--- src/rtl/acc_scheduler_pkg.sv ---
// Shared types and constants for the shared-accumulator scheduler.
package acc_scheduler_pkg;

  typedef enum logic [1:0] {
    IDLE = 2'd0,
    XFER = 2'd1,
    EXEC = 2'd2
  } state_t;

  localparam logic OP_ADD   = 1'b0;
  localparam logic OP_CLEAR = 1'b1;

  // Position 'off' steps after 'base' on a ring of n requesters.
  function automatic int unsigned ring_index(int unsigned base, int unsigned off, int unsigned n);
    return (base + off) % n;
  endfunction

endpackage

--- src/rtl/acc_scheduler_rr_arbiter.sv ---
// Round-robin requester selection: first active request after last_grant, wrapping.
module rr_arbiter
  import acc_scheduler_pkg::*;
#(
  parameter int unsigned NREQ = 4,
  parameter int unsigned IDW  = $clog2(NREQ)
) (
  input  logic [NREQ-1:0] req,
  input  logic [IDW-1:0]  last_grant,
  output logic [IDW-1:0]  grant,
  output logic            any_req
);

  always_comb begin
    logic [IDW-1:0] idx;
    grant   = last_grant;
    any_req = 1'b0;
    idx     = '0;
    // Scan farthest-first so the nearest requester after last_grant is the final winner.
    for (int unsigned off = NREQ; off >= 1; off--) begin
      idx = IDW'(ring_index(32'(last_grant), off, NREQ));
      if (req[idx]) begin
        grant   = idx;
        any_req = 1'b1;
      end
    end
  end

endmodule

--- src/rtl/acc_scheduler.sv ---
// Accumulator shared by NREQ requesters; one add/clear applied per three-cycle
// IDLE -> XFER -> EXEC transaction with a round-robin grant.
module acc_scheduler #(
  parameter int unsigned NREQ      = 4,
  parameter int unsigned ACC_WIDTH = 32,
  parameter int unsigned ADD_WIDTH = 8
) (
  input  logic                      clk,
  input  logic                      rst,
  input  logic [NREQ-1:0]           req_valid,
  input  logic [NREQ-1:0]           req_op,
  input  logic [NREQ*ADD_WIDTH-1:0] req_data,
  output logic [NREQ-1:0]           req_ready,
  output logic [ACC_WIDTH-1:0]      acc_data,
  output logic                      acc_msb,
  output logic                      acc_ovf,
  output logic                      done,
  output logic [$clog2(NREQ)-1:0]   done_id,
  output logic                      busy
);
  import acc_scheduler_pkg::*;

  localparam int unsigned IDW = $clog2(NREQ);

  state_t                 state;
  logic [IDW-1:0]         grant;
  logic [IDW-1:0]         last_grant;
  logic [IDW-1:0]         arb_grant;
  logic                   arb_any;
  logic                   op_q;
  logic [ADD_WIDTH-1:0]   data_q;
  logic [ADD_WIDTH-1:0]   data_arr [NREQ];
  logic [ACC_WIDTH:0]     sum;

  rr_arbiter #(
    .NREQ (NREQ),
    .IDW  (IDW)
  ) u_arb (
    .req        (req_valid),
    .last_grant (last_grant),
    .grant      (arb_grant),
    .any_req    (arb_any)
  );

  always_comb begin
    for (int unsigned i = 0; i < NREQ; i++) begin
      data_arr[i] = req_data[i*ADD_WIDTH +: ADD_WIDTH];
    end
  end

  // Extra top bit carries the wrap-around out of the accumulator.
  assign sum     = {1'b0, acc_data} + {{(ACC_WIDTH+1-ADD_WIDTH){1'b0}}, data_q};
  assign acc_msb = acc_data[ACC_WIDTH-1];

  always_ff @(posedge clk) begin
    if (rst) begin
      state      <= IDLE;
      grant      <= '0;
      last_grant <= IDW'(NREQ-1);
      op_q       <= OP_ADD;
      data_q     <= '0;
      acc_data   <= '0;
      acc_ovf    <= 1'b0;
      done       <= 1'b0;
      done_id    <= '0;
      req_ready  <= '0;
      busy       <= 1'b0;
    end else begin
      done      <= 1'b0;
      req_ready <= '0;
      case (state)
        IDLE: begin
          if (arb_any) begin
            grant     <= arb_grant;
            req_ready <= NREQ'(1) << arb_grant;
            busy      <= 1'b1;
            state     <= XFER;
          end
        end
        XFER: begin
          op_q   <= req_op[grant];
          data_q <= data_arr[grant];
          state  <= EXEC;
        end
        EXEC: begin
          if (op_q == OP_CLEAR) begin
            acc_data <= '0;
            acc_ovf  <= 1'b0;
          end else begin
            acc_data <= sum[ACC_WIDTH-1:0];
            acc_ovf  <= acc_ovf | sum[ACC_WIDTH];
          end
          last_grant <= grant;
          done       <= 1'b1;
          done_id    <= grant;
          busy       <= 1'b0;
          state      <= IDLE;
        end
        default: state <= IDLE;
      endcase
    end
  end

endmodule

--- config.mk ---
export PLATFORM = sky130hd
export DESIGN_NAME = acc_scheduler
export DESIGN_NICKNAME = d
export VERILOG_FILES = /design/src/rtl/acc_scheduler_pkg.sv /design/src/rtl/acc_scheduler_rr_arbiter.sv /design/src/rtl/acc_scheduler.sv
export SDC_FILE = /design/constraint.sdc
export NUM_CORES = 1
export LEC_CHECK = 0
export CELL_PAD_IN_SITES_DETAIL_PLACEMENT = 1
export CELL_PAD_IN_SITES_GLOBAL_PLACEMENT = 1
export CORE_AREA = 3 3 97 99
export CTS_CLUSTER_DIAMETER = 60
export CTS_CLUSTER_SIZE = 16
export DETAILED_ROUTE_END_ITERATION = 8
export DIE_AREA = 0 0 100 102
export PLACE_DENSITY_LB_ADDON = 0.1
export SLEW_MARGIN = 20
export SYNTH_ARGS = -nofsm -noshare
export SYNTH_HDL_FRONTEND = slang
export SYNTH_SLANG_ARGS = --single-unit
--- constraint.sdc ---
create_clock -name clk -period 2.8 [get_ports clk]
set_clock_uncertainty 0.1 [all_clocks]
set_input_delay 0.7 -clock clk [delete_from_list [all_inputs] [get_ports clk]]
set_output_delay 0.7 -clock clk [all_outputs]
set_load 0.005 [all_outputs]
==> summary.txt, run 1 <==
Status
  – Status: finished clean

Place
  – Dpl hpwl: 6.57 mm
  – Port Buffers: 83
  – Worst slack at placement: 0.243 ns
  – DP Area: 0.00387 mm^2
  – Gp weighted congestion: 0.746

Yosys
  – Post-synthesis mux area share: 0.0780
  – Mapped Cells: 345
  – Seq cells post-synth: 56
  – Distinct cells, synth: 55
  – Fraction of registers with async set/reset: 0
  – Count of flip-flops with a built-in enable after synthesis: 0
  – Main combinational cell family by area after synthesis: simple AND/OR/NAND/NOR gates
  – Post-synthesis area per instance: 8.65 um^2
  – Sequential share of the synthesized area: 0.376
  – Adder-cell share of the synthesized area: 0.0402
  – Post-Synth XOR/XNOR Area: 0.0117
  – Yosys warnings: 0
  – Compound-Gate Fraction of Synth Area: 0.190
  – Synth Area in Simple Gates: 0.249
  – Post-Syn Nets: 396
  – Post-Syn Area: 0.00299 mm^2
  – Dominant synthesized flop cell: dfxtp_1

Die
  – Core area: 0.00864 mm^2
  – Initial core utilization: 0.346
  – Die Area: 0.0102 mm^2
  – I/O pins: 84
  – Site row count: 34
  – Die X: 100 um
  – Die Y: 102 um

Clocking
  – Clock sink count: 56
  – Htree depth: 2
  – CTS root buf: clkbuf_8
  – Inserted Clock Buffers: 5
  – CTS tree: yes
  – Worst-skew pair later-pin latency: 0.31 ns
  – Max clock buf depth: 2
  – Cts hold-fix bufs: 0
  – Clock transition at path regs: 0.11 ns
  – Setup repair bufs after CTS: 0
  – PostCTS Resize Cnt: 0

Pwr
  – Power Density: 392 mW/mm^2
  – Max VDD drop: 219 uV
  – LEAKAGE: 1.36 nW

Drt
  – Vias/cell: 5.38
  – Final ANT Viol Nets: 0
  – Met3 WL: 408 um
  – M1 WL: 3.50 mm
  – WL final: 8.33 mm
  – Initial DRC count: 77
  – Met2 routed WL: 4.37 mm
  – Highest metal used: met4
  – WL/cell: 15.7 um
  – DRC: 0
  – Via count: 2853
  – DR pass1 iterations: 4

Cells and area
  – Area grow syn2layout: 33.2%
  – Area occupied by multi-input gates: 0.00171 mm^2
  – Fill cells: 1020
  – Fin area: 0.00398 mm^2
  – Post-Route Utilization: 0.461
  – Layout cells sized above 1: 0.0829
  – Final #Nets: 472
  – Diode count: 0
  – Seq. cell area: 0.00112 mm^2

Timing
  – Fmax: 390 MHz
  – Max Slew Vio Count: 0
  – Slew headroom: 0.484
  – Final worst path period share: 0.915
  – Unrepaired setup endpoints after global routing: false
  – Setup_tns: 0 ns
  – Final Setup Violations: 0
  – Final worst path period need: 2.56 ns
  – Final-report hold violation count: 0
  – Setup ws final: 0.238 ns
  – Worst slew pin tran: 0.774 ns

Setup path
  – Max incr delay on CP: 0.54 ns
  – Critical path's slowest cell: or4_1
  – Family with the most delay on the worst path: simple AND/OR/NAND/NOR gates
  – CP Class: register to register
  – CP endpoint kind: register
  – Crit path max fanout: 24
  – Crit start category: register
  – Buf+Inv Stages, Crit Path: 1
  – CP cell instances: ha_1 -> inv_1 -> fa_1 -> nor2b_1 -> o31a_2 -> o21ai_4 -> or4_1 -> a21oi_1
  – Worst path arrival time: 2.71 ns
  – Crit path required time: 2.95 ns

Global route
  – Number of global-route vias before repair: 2901
  – Gr usage total: 0.167
  – First-pass GRT wire length: 13.9 mm
  – GR Overflow Total: 0
  – Pin count of the biggest net entering global routing: 27
  – Initial antenna violation count: 0

Job
  – Max cap viols: 0

Worst hold path
  – Hold WC Path Type: register to register
[routing by layer]
metal,up-vias,GRT usage
met2,66,0.325
met1,1378,0.188
li1,1404,-
met5,-,0
met3,5,0.0328
met4,0,0.0342
[cells in the mapped netlist (2+ instances only)]
cell      number  share of area
nor4_1         2         0.0042
a32oi_1        2         0.0059
and3_1         2         0.0042
a21oi_1       46          0.077
mux2i_1        3          0.010
a22oi_1        2         0.0050
buf_2          2         0.0034
o21ai_1        2         0.0034
o31ai_1       12          0.030
mux4_2         9          0.068
buf_6          2         0.0075
clkbuf_1      10          0.013
o21a_1         2         0.0050
nor3_1         5         0.0084
dfxtp_1       56           0.38
o21ai_0       12          0.020
nand4_1        6          0.013
buf_4          3         0.0075
nand2b_1       8          0.017
nor2_1        23          0.029
nand3b_1       2         0.0050
inv_1         13          0.016
nand3_1       13          0.022
or4_1         12          0.030
ha_1           8          0.034
nor2b_1        3         0.0063
or3_1         11          0.023
xor2_1         3         0.0088
nand2_1       45          0.057
[metrics by stage]
stage | hold WS, ns | std cells | total power [mW]
CTS | 0.375 | 530 | 1.58
floorplan | 0.340 | 345 | 1.00
finish | 0.370 | 530 | 1.56
detailed placement | 0.358 | 522 | 1.11
global placement | 0.356 | 522 | 1.10
global route | 0.397 | 530 | 1.64
[final timing paths]
| path | end | depth (start not counted) | startpoint | slack (ns) |
|---|---|---|---|---|
| hold / removal | done_id[1] | 2 | done_id[1] | 0.37 |
| hold reg to reg | done_id[1] | 2 | done_id[1] | 0.37 |
| setup reg to reg | acc_data[30] | 8 | acc_data[0] | 0.24 |
| setup / recovery | acc_data[30] | 8 | acc_data[0] | 0.24 |
[kinds of logic after synthesis]
group,count (synthesis)
AOI/OAI and AO/OA,91
buffers and inverters,32
adders and majority gates,9
xor gates and xnor gates,4
muxes,12
DFF,56
and+or+nand+nor,141
[cell usage in the layout (no fill, tap or decap), types with 2 or more instances in the layout]
cell type | synthesis | final
a21oi_1 | 46 | 46
a22oi_1 | 2 | 2
a32oi_1 | 2 | 2
and3_1 | 2 | 2
buf_4 | 3 | 5
clkbuf_8 | 1 | 5
clkdlybuf4s50_1 | 0 | 83
dfxtp_1 | 56 | 56
ha_1 | 8 | 8
inv_1 | 13 | 13
mux2i_1 | 3 | 3
mux4_2 | 9 | 9
nand2_1 | 45 | 45
nand2b_1 | 8 | 8
nand3_1 | 13 | 13
nand3b_1 | 2 | 2
nand4_1 | 6 | 6
nor2_1 | 23 | 23
nor2b_1 | 3 | 3
nor3_1 | 5 | 5
nor4_1 | 2 | 2
o21a_1 | 2 | 2
o21ai_0 | 12 | 12
o21ai_1 | 2 | 2
o31ai_1 | 12 | 12
or3_1 | 11 | 11
or4_1 | 12 | 12
xor2_1 | 3 | 3
[registers in the layout (all words and copies together), names as in the netlist]
| name | count |
|---|---|
| acc_data | 32 |
| acc_ovf | 1 |
| busy | 1 |
| data_q | 8 |
| done | 1 |
| done_id | 2 |
| grant | 2 |
| last_grant | 2 |
| op_q | 1 |
| req_ready | 4 |
| state | 2 |
[cell type report]
type                    count  area share
inverters                  13      0.0123
well taps                 108      0.0340
clock buffers               5      0.0173
clock inverters             3     0.00692
multi-input cells         257       0.429
flip-flops and latches     56       0.282
repair buffers             88       0.218
[worst register-to-register path: stages, from the launching register on]
cell and delay (ns):
dfxtp_1 0.38, ha_1 0.18, inv_1 0.06, fa_1 0.40
nor2b_1 0.26, o31a_2 0.24, o21ai_4 0.18, or4_1 0.54
a21oi_1 0.16
[where the power goes]
part / internal [mW] / switching, mW
logic: 0.137 / 0.0955
registers: 0.823 / 0.0337
clock network: 0.184 / 0.286
Power figures use the tool's default switching activity.
==> run 2: changes to the inputs <==
--- a/config.mk
+++ b/config.mk
@@ -5,13 +5,14 @@
 export SDC_FILE = /design/constraint.sdc
 export NUM_CORES = 1
 export LEC_CHECK = 0
+export ABC_AREA = 1
 export CELL_PAD_IN_SITES_DETAIL_PLACEMENT = 1
 export CELL_PAD_IN_SITES_GLOBAL_PLACEMENT = 1
-export CORE_AREA = 3 3 97 99
+export CORE_AREA = 3 3 105 107
 export CTS_CLUSTER_DIAMETER = 60
 export CTS_CLUSTER_SIZE = 16
 export DETAILED_ROUTE_END_ITERATION = 8
-export DIE_AREA = 0 0 100 102
+export DIE_AREA = 0 0 108 110
 export PLACE_DENSITY_LB_ADDON = 0.1
 export SLEW_MARGIN = 20
 export SYNTH_ARGS = -nofsm -noshare
==> summary.txt, run 2 <==
Status
  – Status: finished clean

Yosys
  – Post-synthesis mux area share: 0 (-0.0780)
  – Post-Syn Area: 0.00342 mm^2 (+15%)
  – Adder-cell share of the synthesized area: 0.0351 (-0.00512)
  – Share of the synthesized area in the top cell type: 0.328 (-0.0478)
  – Seq cells post-synth: 56 (unchanged)
  – Yosys warnings: 0 (unchanged)
  – Dominant synthesized flop cell: dfxtp_1
  – Main combinational cell family by area after synthesis: simple AND/OR/NAND/NOR gates
  – Top cells by area, synth: dfxtp_1 33%, nand2_1 15%, nor2_1 10%
  – Top-count cell post-synth: nand2_1
  – Distinct cells, synth: 36 (-35%)
  – Post-Syn Nets: 601 (+52%)
  – Sequential share of the synthesized area: 0.328 (-0.0478)
  – Fraction of registers with async set/reset: 0 (unchanged)
  – Post-Synth XOR/XNOR Area: 0.00732 (-0.00442)
  – Synth Area in Simple Gates: 0.384 (+0.135)
  – Post-synthesis area per instance: 6.22 um^2 (-28%)
  – Compound-Gate Fraction of Synth Area: 0.127 (-0.0637)
  – Mapped Cells: 550 (+59%)
  – Synth top cells by count: 136 x nand2_1, 92 x nor2_1, 84 x inv_1, 56 x dfxtp_1, 38 x nand3_1
  – Count of flip-flops with a built-in enable after synthesis: 0 (unchanged)
  – Dominant cell type by area after synthesis: dfxtp_1

Timing
  – Setup ws final: 0.598 ns (+0.360 ns)
  – Final Setup Violations: 0 (unchanged)
  – Fin Hold WS: 0.378 ns (+0.00787 ns)
  – Max Slew Vio Count: 0 (unchanged)
  – Final worst path period need: 2.20 ns (-0.360 ns)
  – Final worst path period share: 0.786 (-0.128)
  – Final-report hold violation count: 0 (unchanged)
  – Slew headroom: 0.460 (-0.0244)
  – Setup_tns: 0 ns (unchanged)
  – Worst slew pin tran: 0.809 ns (+0.0357 ns)
  – Fmax: 454 MHz (+16%)
  – Unrepaired setup endpoints after global routing: false

Setup path
  – CP Class: input port to register
  – CP cell instances: clkdlybuf4s50_1 -> inv_1 -> o21ai_1 -> inv_1 -> o21ai_0 -> a21oi_1
  – Crit start category: input port
  – Reg2Reg Depth: 11 (+3)
  – Crit path max fanout: 23 (-4.2%)
  – Buf+Inv Stages, Crit Path: 3 (+2)
  – Critical path's slowest cell: inv_1
  – Reg2reg setup slack: 0.64 ns (+0.40 ns)
  – R2r endpoint: acc_data[28]
  – Crit path required time: 2.96 ns (about the same)
  – Worst path arrival time: 2.37 ns (-0.34 ns)
  – Max incr delay on CP: 0.61 ns (+0.07 ns)
  – CP endpoint kind: register
  – Worst path most repeated cell: inv_1
  – Start of the worst register-to-register path: acc_data[0]
  – Family with the most delay on the worst path: buffers and inverters

Place
  – Worst slack at placement: 0.269 ns (+0.0266 ns)
  – Dpl hpwl: 8.45 mm (+29%)
  – DP Area: 0.00436 mm^2 (+13%)
  – Port Buffers: 83 (unchanged)
  – Gp weighted congestion: 0.840 (+13%)

Global route
  – Initial antenna violation count: 0 (unchanged)
  – Number of global-route vias before repair: 3704 (+28%)
  – GR Overflow Total: 0 (unchanged)
  – First-pass GRT wire length: 17.4 mm (+25%)
  – GR Layer Usage met2: 0.333 (+0.00781)
  – Grt met3 use: 0.0361 (+0.00334)
  – GRT met1 Usage: 0.227 (+0.0391)
  – Pin count of the biggest net entering global routing: 40 (+48%)
  – Gr usage total: 0.183 (+0.0163)
  – Gr busiest metal: met2

Clocking
  – Cts hold-fix bufs: 0 (unchanged)
  – Clock transition at path regs: 0.11 ns (about the same)
  – CTS root buf: clkbuf_8
  – Max clock buf depth: 2 (unchanged)
  – Inserted Clock Buffers: 5 (unchanged)
  – PostCTS Resize Cnt: 0 (unchanged)
  – Clock sink count: 56 (unchanged)
  – Htree depth: 2 (unchanged)
  – CTS tree: yes
  – Setup repair bufs after CTS: 0 (unchanged)
  – Worst-skew pair later-pin latency: 0.33 ns (+0.02 ns)

Drt
  – Final ANT Viol Nets: 0 (unchanged)
  – Vias/cell: 4.80 (-11%)
  – Via count: 3666 (+28%)
  – WL final: 10.5 mm (+26%)
  – DRC: 0 (unchanged)
  – DR pass1 iterations: 4 (unchanged)
  – WL/cell: 13.7 um (-13%)
  – Initial DRC count: 83 (+7.8%)

Pwr
  – Internal cell power: 1.19 mW (+4.1%)
  – Clock network fraction of design power: 0.290 (-0.012)
  – Comb pwr share: 0.214 (+0.065)
  – Power share of the sequential group: 0.496 (-0.053)
  – Psw: 0.566 mW (+36%)
  – Power consumption: 1.76 mW (+13%)
  – Sw Ratio: 0.322 (+0.0557)
  – Max VDD drop: 235 uV (+7.3%)
  – LEAKAGE: 1.96 nW (+44%)
  – Power Density: 394 mW/mm^2 (+0.52%)

Die
  – Die X: 108 um (+8.0%)
  – Die Area: 0.0119 mm^2 (+16%)
  – I/O pins: 84 (unchanged)
  – Die Y: 110 um (+7.8%)
  – Core area: 0.0102 mm^2 (+18%)
  – Site row count: 37 (+8.8%)
  – Initial core utilization: 0.334 (-0.0113)

Cells and area
  – Highest-count cells in the layout ignoring fill and taps: 136 x nand2_1, 92 x nor2_1, 84 x inv_1, 83 x clkdlybuf4s50_1, 56 x dfxtp_1
  – Diode count: 0 (unchanged)
  – Largest register FFs: 32 (unchanged)
  – Final #Nets: 678 (+44%)
  – Fin area: 0.00446 mm^2 (+12%)
  – Layout cells sized above 1: 0.0446 (-0.0384)
  – Largest regs: acc_data: 32 flops, data_q: 8 flops, req_ready: 4 flops
  – Area grow syn2layout: 30.3%
  – Largest register by flop count: acc_data
  – Commonest non-fill, non-tap cell in the layout: nand2_1

Worst hold path
  – Hold WC Path Type: register to register
  – Hold EP: done_id[0]
  – Hold path start: done_id[0]
  – Hold path cells: 2 (unchanged)

Job
  – Max cap viols: 0 (unchanged)
[run 2: cell types whose count changed after synthesis, moves of 11 or more]
cell | before | now
a21oi_1 | 46 | 26
inv_1 | 13 | 84
nand2_1 | 45 | 136
nand3_1 | 13 | 38
nor2_1 | 23 | 92
o21ai_0 | 12 | 28
or3_1 | 11 | 0
or4_1 | 12 | 0
[run 2: layout make-up]
cell class / count / area [um^2]
clock buffer: 5 / 68.8
clock inverter: 3 / 28.8
fill: 1368 / 5770
inverter: 86 / 323
multi-input combinational: 392 / 1890
sequential: 56 / 1120
tap: 136 / 170
timing repair buffer: 86 / 853
[run 2: power by group through the flow]
stage | clock, mW | combinational, mW | sequential, mW
2_1_floorplan | 0 | 0.247 | 0.872
3_3_place_gp | 0 | 0.369 | 0.889
5_1_grt | 0.556 | 0.431 | 0.878
3_5_place_dp | 0 | 0.381 | 0.890
6_report | 0.509 | 0.376 | 0.872
4_1_cts | 0.533 | 0.383 | 0.872
[run 2: worst max-delay path by stage]
stage                    to          from  slack, ns  cells after the start
2_1_floorplan  acc_data[28]   acc_data[0]       0.91                     11
3_3_place_gp    acc_data[8]           rst       0.26                      6
3_5_place_dp    acc_data[8]           rst       0.27                      6
4_1_cts        acc_data[11]  acc_data[11]       0.60                      1
5_1_grt        acc_data[20]   acc_data[0]       0.38                     11
6_report        acc_data[8]           rst       0.60                      6
[run 2: stage by stage]
stage	std cells	util
6_report	764	0.436
5_1_grt	764	0.436
4_1_cts	764	0.436
3_5_place_dp	756	0.426
3_3_place_gp	756	0.426
2_1_floorplan	550	-
[run 2: worst register-to-register path, delay by kind of cell (launching register included)]
kind / cells / cell delay, ns
and+or+nand+nor: 7 / 0.85
adders and majority gates: 2 / 0.59
buffers and inverters: 2 / 0.16
DFF: 1 / 0.38
[run 2: logic make-up after synthesis]
group | after synthesis
and+or+nand+nor | 307
xor gates and xnor gates | 2
AOI/OAI and AO/OA | 74
DFF | 56
buffers and inverters | 102
adders and majority gates | 9
[run 2: routing by layer]
layer / share of wire / up-vias
li1: - / 1900
met1: 0.47 / 1697
met2: 0.48 / 64
met3: 0.045 / 5
met4: 0.0065 / 0
met5: 0 / -
